### src/rtl/stream_mux_rr.sv
// N-to-1 valid/ready stream multiplexer with a registered output stage.
// Arbitration is either fixed (sel) or round-robin starting at ptr.
module stream_mux_rr #(
  parameter int WIDTH = 8,
  parameter int N     = 4,
  parameter int SEL_W = $clog2(N)
) (
  input  logic               clk,
  input  logic               rst_n,
  input  logic [N*WIDTH-1:0] in_data,
  input  logic [N-1:0]       in_valid,
  output logic [N-1:0]       in_ready,
  input  logic               mode,
  input  logic [SEL_W-1:0]   sel,
  output logic [WIDTH-1:0]   out_data,
  output logic               out_valid,
  input  logic               out_ready,
  output logic [SEL_W-1:0]   out_ch
);

  logic             load_en;
  logic             granted;
  logic [SEL_W-1:0] grant;
  logic [SEL_W-1:0] ptr;
  logic [SEL_W-1:0] ptr_next;
  logic [WIDTH-1:0] grant_data;

  assign load_en = !out_valid || out_ready;

  // The round-robin scan runs downwards so the last hit is the first channel at or after ptr.
  always_comb begin
    int idx;
    idx     = 0;
    granted = 1'b0;
    grant   = '0;
    if (!mode) begin
      for (int i = 0; i < N; i++) begin
        if (sel == SEL_W'(i) && in_valid[i]) begin
          granted = 1'b1;
          grant   = SEL_W'(i);
        end
      end
    end else begin
      for (int k = N - 1; k >= 0; k--) begin
        idx = int'(ptr) + k;
        if (idx >= N) idx = idx - N;
        if (in_valid[idx]) begin
          granted = 1'b1;
          grant   = SEL_W'(idx);
        end
      end
    end
  end

  always_comb begin
    grant_data = '0;
    in_ready   = '0;
    for (int i = 0; i < N; i++) begin
      if (grant == SEL_W'(i)) begin
        grant_data  = in_data[i*WIDTH +: WIDTH];
        in_ready[i] = rst_n && load_en && granted;
      end
    end
  end

  assign ptr_next = (grant == SEL_W'(N - 1)) ? '0 : grant + 1'b1;

  // A loadable register with no grant drains to empty but keeps the stale word and channel.
  always_ff @(posedge clk or negedge rst_n) begin
    if (!rst_n) begin
      out_valid <= 1'b0;
      out_data  <= '0;
      out_ch    <= '0;
      ptr       <= '0;
    end else if (load_en) begin
      if (granted) begin
        out_valid <= 1'b1;
        out_data  <= grant_data;
        out_ch    <= grant;
        ptr       <= ptr_next;
      end else begin
        out_valid <= 1'b0;
      end
    end
  end

endmodule

### config.mk
export PLATFORM = sky130hd
export DESIGN_NAME = stream_mux_rr
export DESIGN_NICKNAME = d
export VERILOG_FILES = /design/src/rtl/stream_mux_rr.sv
export SDC_FILE = /design/constraint.sdc
export NUM_CORES = 1
export LEC_CHECK = 0
export ABC_AREA = 0
export ABC_CLOCK_PERIOD_IN_PS = 2900
export BUFFER_PORTS_ARGS = -buffer_cell sky130_fd_sc_hd__buf_4
export CAP_MARGIN = 0
export CORE_MARGIN = 2
export CORE_UTILIZATION = 32
export CTS_CLUSTER_DIAMETER = 200
export DETAILED_ROUTE_END_ITERATION = 16
export GPL_TIMING_DRIVEN = 0
export PLACE_DENSITY_LB_ADDON = 0.08
export SKIP_CTS_REPAIR_TIMING = 1
export SYNTH_ARGS = -nofsm -noshare
export SYNTH_HDL_FRONTEND = slang
export SYNTH_SLANG_ARGS = --single-unit
### constraint.sdc
create_clock -name clk -period 2.9 [get_ports clk]
set_input_delay 0.725 -clock clk [delete_from_list [all_inputs] [get_ports clk]]
set_output_delay 0.725 -clock clk [all_outputs]
set_load 0.05 [all_outputs]
-- Word-level counts from Yosys, hierarchy flattened
Index checks and enable logic that the tools add are counted.
- input port bits: 42
- output and inout port bits: 15
- logic and storage cells: 84
- register bits after elaboration: 13
- $add $sub $neg: 8
- $lt $le $gt $ge: 8
- equality and inequality tests: 6
- mux-type cells: 47
- reduce and logical (&&, ||, !) cells: 11
- operator list (kind ; count):
    $mux W32 ; 8
    $lt A32 B4 Y1 const B ; 4
    $mux W8 ; 4
    $mux W1 ; 23
    $mux W2 ; 8
    $sub A3 B3 Y4 const B ; 3
    $ge A3 B3 Y1 const B ; 3
    $bmux W1 S2 ; 4
    $eq A2 B2 Y1 const B ; 4
    $add A2 B2 Y3 const B ; 2
    $logic_and A1 B1 Y1 ; 6
    $eq A2 B1 Y1 const B ; 2
    $logic_not A2 Y1 ; 2
    $sub A2 B3 Y4 const B ; 1
    $add A2 B1 Y3 const B ; 1
    $ge A2 B3 Y1 const B ; 1
    $add A2 B1 Y2 const B ; 1
    $reduce_and A2 Y1 ; 1
    $logic_not A1 Y1 ; 1
    $logic_or A1 B1 Y1 ; 1

-- Depth between registers and ports, before layout
- word-level depth: 17
- gate-level depth with buffers: 10
- depth with buffers taken out: 9

-- Worst setup path before layout
Ideal clock, no wire load.
- path kind: in2out
- from: in in_valid[1]
- to: out in_ready[3]
- data arrival time: 2.554 ns
- slack: -0.379 ns
- required time: 2.175 ns
- stages on the path: 7
- path buffers: 2
- cells stage by stage: mux2i_1 -> and2_1 -> o32ai_1 -> ha_1 -> buf_1 -> clkbuf_1 -> and3_1
- cells in the longest elaborated chain, start to end: 10
- elaborated cells between the ends (all ways): 32
- classes of those cells: 1 x eq/ne; 29 x mux; 2 x reduce/logical
- RTL lines (what ; RTL line ; source):
    from (decl) ; 11 ; input logic [N-1:0] in_valid,
    $bmux W1 S2 ; 47 ; if (in_valid[idx]) begin
    $mux W1 (not written as such) (2 in series) ; 47 ;
    $mux W2 (4 in series) ; 47 ;
    $mux W2 * ; 36 ; if (!mode) begin
    net grant[0] ; 23 ; logic [SEL_W-1:0] grant;
    $eq A2 B2 Y1 * ; 59 ; if (grant == SEL_W'(i)) begin
    $mux W1 * ; 59 ;
    to (decl) ; 12 ; output logic [N-1:0] in_ready,
Mark *: on every way through the listed nets, which the timed path passes. The rest lies on a longest branch. The select of a mux whose other input is x is not followed.

-- Worst setup path after layout
- from: in in_valid[0]
- to: out in_ready[2]
- cells in the longest elaborated chain, start to end: 10
- elaborated cells between the ends (all ways): 30
- classes of those cells: 1 x eq/ne; 27 x mux; 2 x reduce/logical
- RTL lines (what ; RTL line):
    $bmux W1 S2 ; 47
    $mux W1 (not written as such) (2 in series) ; 47
    $mux W2 (3 in series) ; 47
    $mux W2 * ; 47
    $mux W2 * ; 36
    net grant[0] ; 23
    $eq A2 B2 Y1 * ; 59
    $mux W1 * ; 59
Marks and branches as above.

==> run metrics <==
status completed; post-synthesis sequential area ratio 32.6%; commonest non-fill, non-tap cell in the layout buf_4; gr usage total 17.4%; synthesized area 998 sq um; WS Path Type in2out; final-report hold violation count 0; Port Buffers 56; Setup crit start kind input pin; clock sinks 13; Post-Syn Instances 101; CTS H-tree lvls 1; core area 3000 sq um; routed vias 1105; synthesis-to-finish area growth 81.0%; Arr. time, crit path 2.15 ns; grt met3 use 4.76%; crit-path max cell delay 0.40 ns; Top Usage Layer GRT met2; required time of the critical path 2.17 ns; DR vias/cell 5.12; cell breakdown of the critical path buf_4 -> inv_2 -> o31ai_4 -> o32ai_4 -> inv_2 -> ha_4 -> buf_6 -> and3_4 -> buf_8; Final WS setup 0.0258 ns; initial core utilization 33.3%; Ant. Diodes 0; layout cells sized above 1 65.0%; HPWL after DPL 2240 um; leak pwr 0.000855 uW; gpl congestion 0.754; final cell count without fillers 216; yosys synthesis warning count 0; Initial DRT Pass Iterations 4; TritonCTS clock tree yes; Slowest cell on crit path o32ai_4; first-pass GRT wire length 4690 um; routed wire length 3330 um; hold_ws 0.274 ns; # nets final 230; most frequent cells in the layout buf_4, dfrtp_1, nand2_1, nor2b_1; number of synthesized flops with an enable pin 0; die area 3580 sq um; fmax 0.348 GHz; Die W 59.9 um; Power Density 693 nW/um^2; GRT overflow 0; family with the most delay on the worst path buffers and inverters; crit-path max FO 8; syn nets 147; GR Layer Usage met1 23.5%; cell row count 20; placed instance count 190; final antenna-violating net count 0; Clk pin slew, worst setup/hold paths 0.10 ns; initial DRC count 23; wire length per cell 15.4 um; synthesized flop and latch total 13; initial antenna violation count 0; Main synth FF type dfrtp_1; Buf/Inv on CP 5; clk_lat worst skew 0.29 ns; largest net degree at the start of global routing 18; Final setup violation count 0; Post-Route Skew 0.0118 ns; count of cell types in the netlist 28; Remaining DRCs 0; Final Critical Period 2.87 ns; most used cell, CP inv_2; maxcap violations 0; die height 59.9 um; GR Layer Usage met2 27.6%; max_slew headroom 64.9%; Worst setup EP type output pin; HP Class in2async; Clock Tree Buf Depth 2; crit share post-route 99.1%; Final Max Tran Viols 0; CTS buffer count 3; root buf cell clkbuf_4; async set or reset register ratio after synthesis 100%; Worst Tran Pin Value 0.525 ns; worst ir drop on vdd 0.322 mV; dpl ws -0.542 ns; Mean Syn Cell Area 9.89 sq um; vias in the first global route 998; # IOs 57
==> power breakdown <==
| group | internal (uW) | total [uW] | leakage [uW] | switching (uW) |
|---|---|---|---|---|
| registers | 256 | 312 | 0.000153 | 56.2 |
| clock network | 51.2 | 123 | 0.0000177 | 71.9 |
| logic | 369 | 817 | 0.000684 | 448 |
==> routing by layer <==
metal	routed length [um]	up-vias	part of all wire [%]
li1	-	543	-
met1	1430	527	43
met2	1710	31	51
met3	153	4	4.6
met4	34	0	1.0
met5	0	-	0
==> area by class of cell <==
class | count | area (sq um)
plain buffers | 3 | 33.8
clock buffers | 3 | 22.5
clock inverters | 1 | 5.00
fillers | 256 | 1200
inverters | 4 | 15.0
multi-input cells | 79 | 728
flip-flops and latches | 13 | 327
well taps | 33 | 41.3
repair buffers | 80 | 634
==> metrics by stage <==
| stage | cell area (sq um) | power (uW) | utilization, % | setup TNS (ns) |
|---|---|---|---|---|
| finish | 1810 | 1250 | 60.2 | 0 |
| global route | 1810 | 1330 | 60.2 | -0.0777 |
| CTS | 1510 | 1130 | 50.1 | -1.72 |
| detailed placement | 1480 | 998 | 49.2 | -2.21 |
| global placement | 1480 | 990 | 49.2 | -1.68 |
| floorplan | 1020 | 779 | - | -0.202 |
==> state kept, by name, indices dropped and copies added, names as in the netlist <==
| signal | flops |
|---|---|
| out_ch | 2 |
| out_data | 8 |
| ptr | 2 |
| out_valid | 1 |
==> Yosys cell counts, drive strengths merged (2+ instances only) <==
library cell  count  share of area [%]
inv               4                1.5
clkbuf            3                1.1
buf               3                3.0
o21ai             2                1.0
and2              3                2.1
nor2b             8                5.0
a21oi             7                3.5
o31ai             8                6.0
dfrtp            13                 33
nand2b            3                1.9
mux2             11                 14
nand2            10                3.8
ha                4                5.0
mux2i             3                3.0
and3              4                2.5
a221oi            7                6.1
==> worst paths after layout <==
kind,startpoint,endpoint,slack [ns],cells after the start
worst max-delay path,in_valid[0],in_ready[2],0.03,9
worst min-delay path,rst_n,out_data[3],0.27,1
worst max register to register,ptr[1],out_data[4],0.34,9
worst min register to register,out_data[6],out_data[6],0.52,1
max in group asynchronous,rst_n,ptr[1],2.41,1
min in group clk,out_data[6],out_data[6],0.52,1
==> cell families after synthesis <==
family	count (synthesis)	synth area share [%]
and+or+nand+nor	31	17.3
AOI/OAI and AO/OA	28	19.9
muxes	15	19.6
DFF	13	32.6
buffers and inverters	10	5.64
adders and majority gates	4	5.01
No activity file was read; power rests on OpenSTA's default activity.
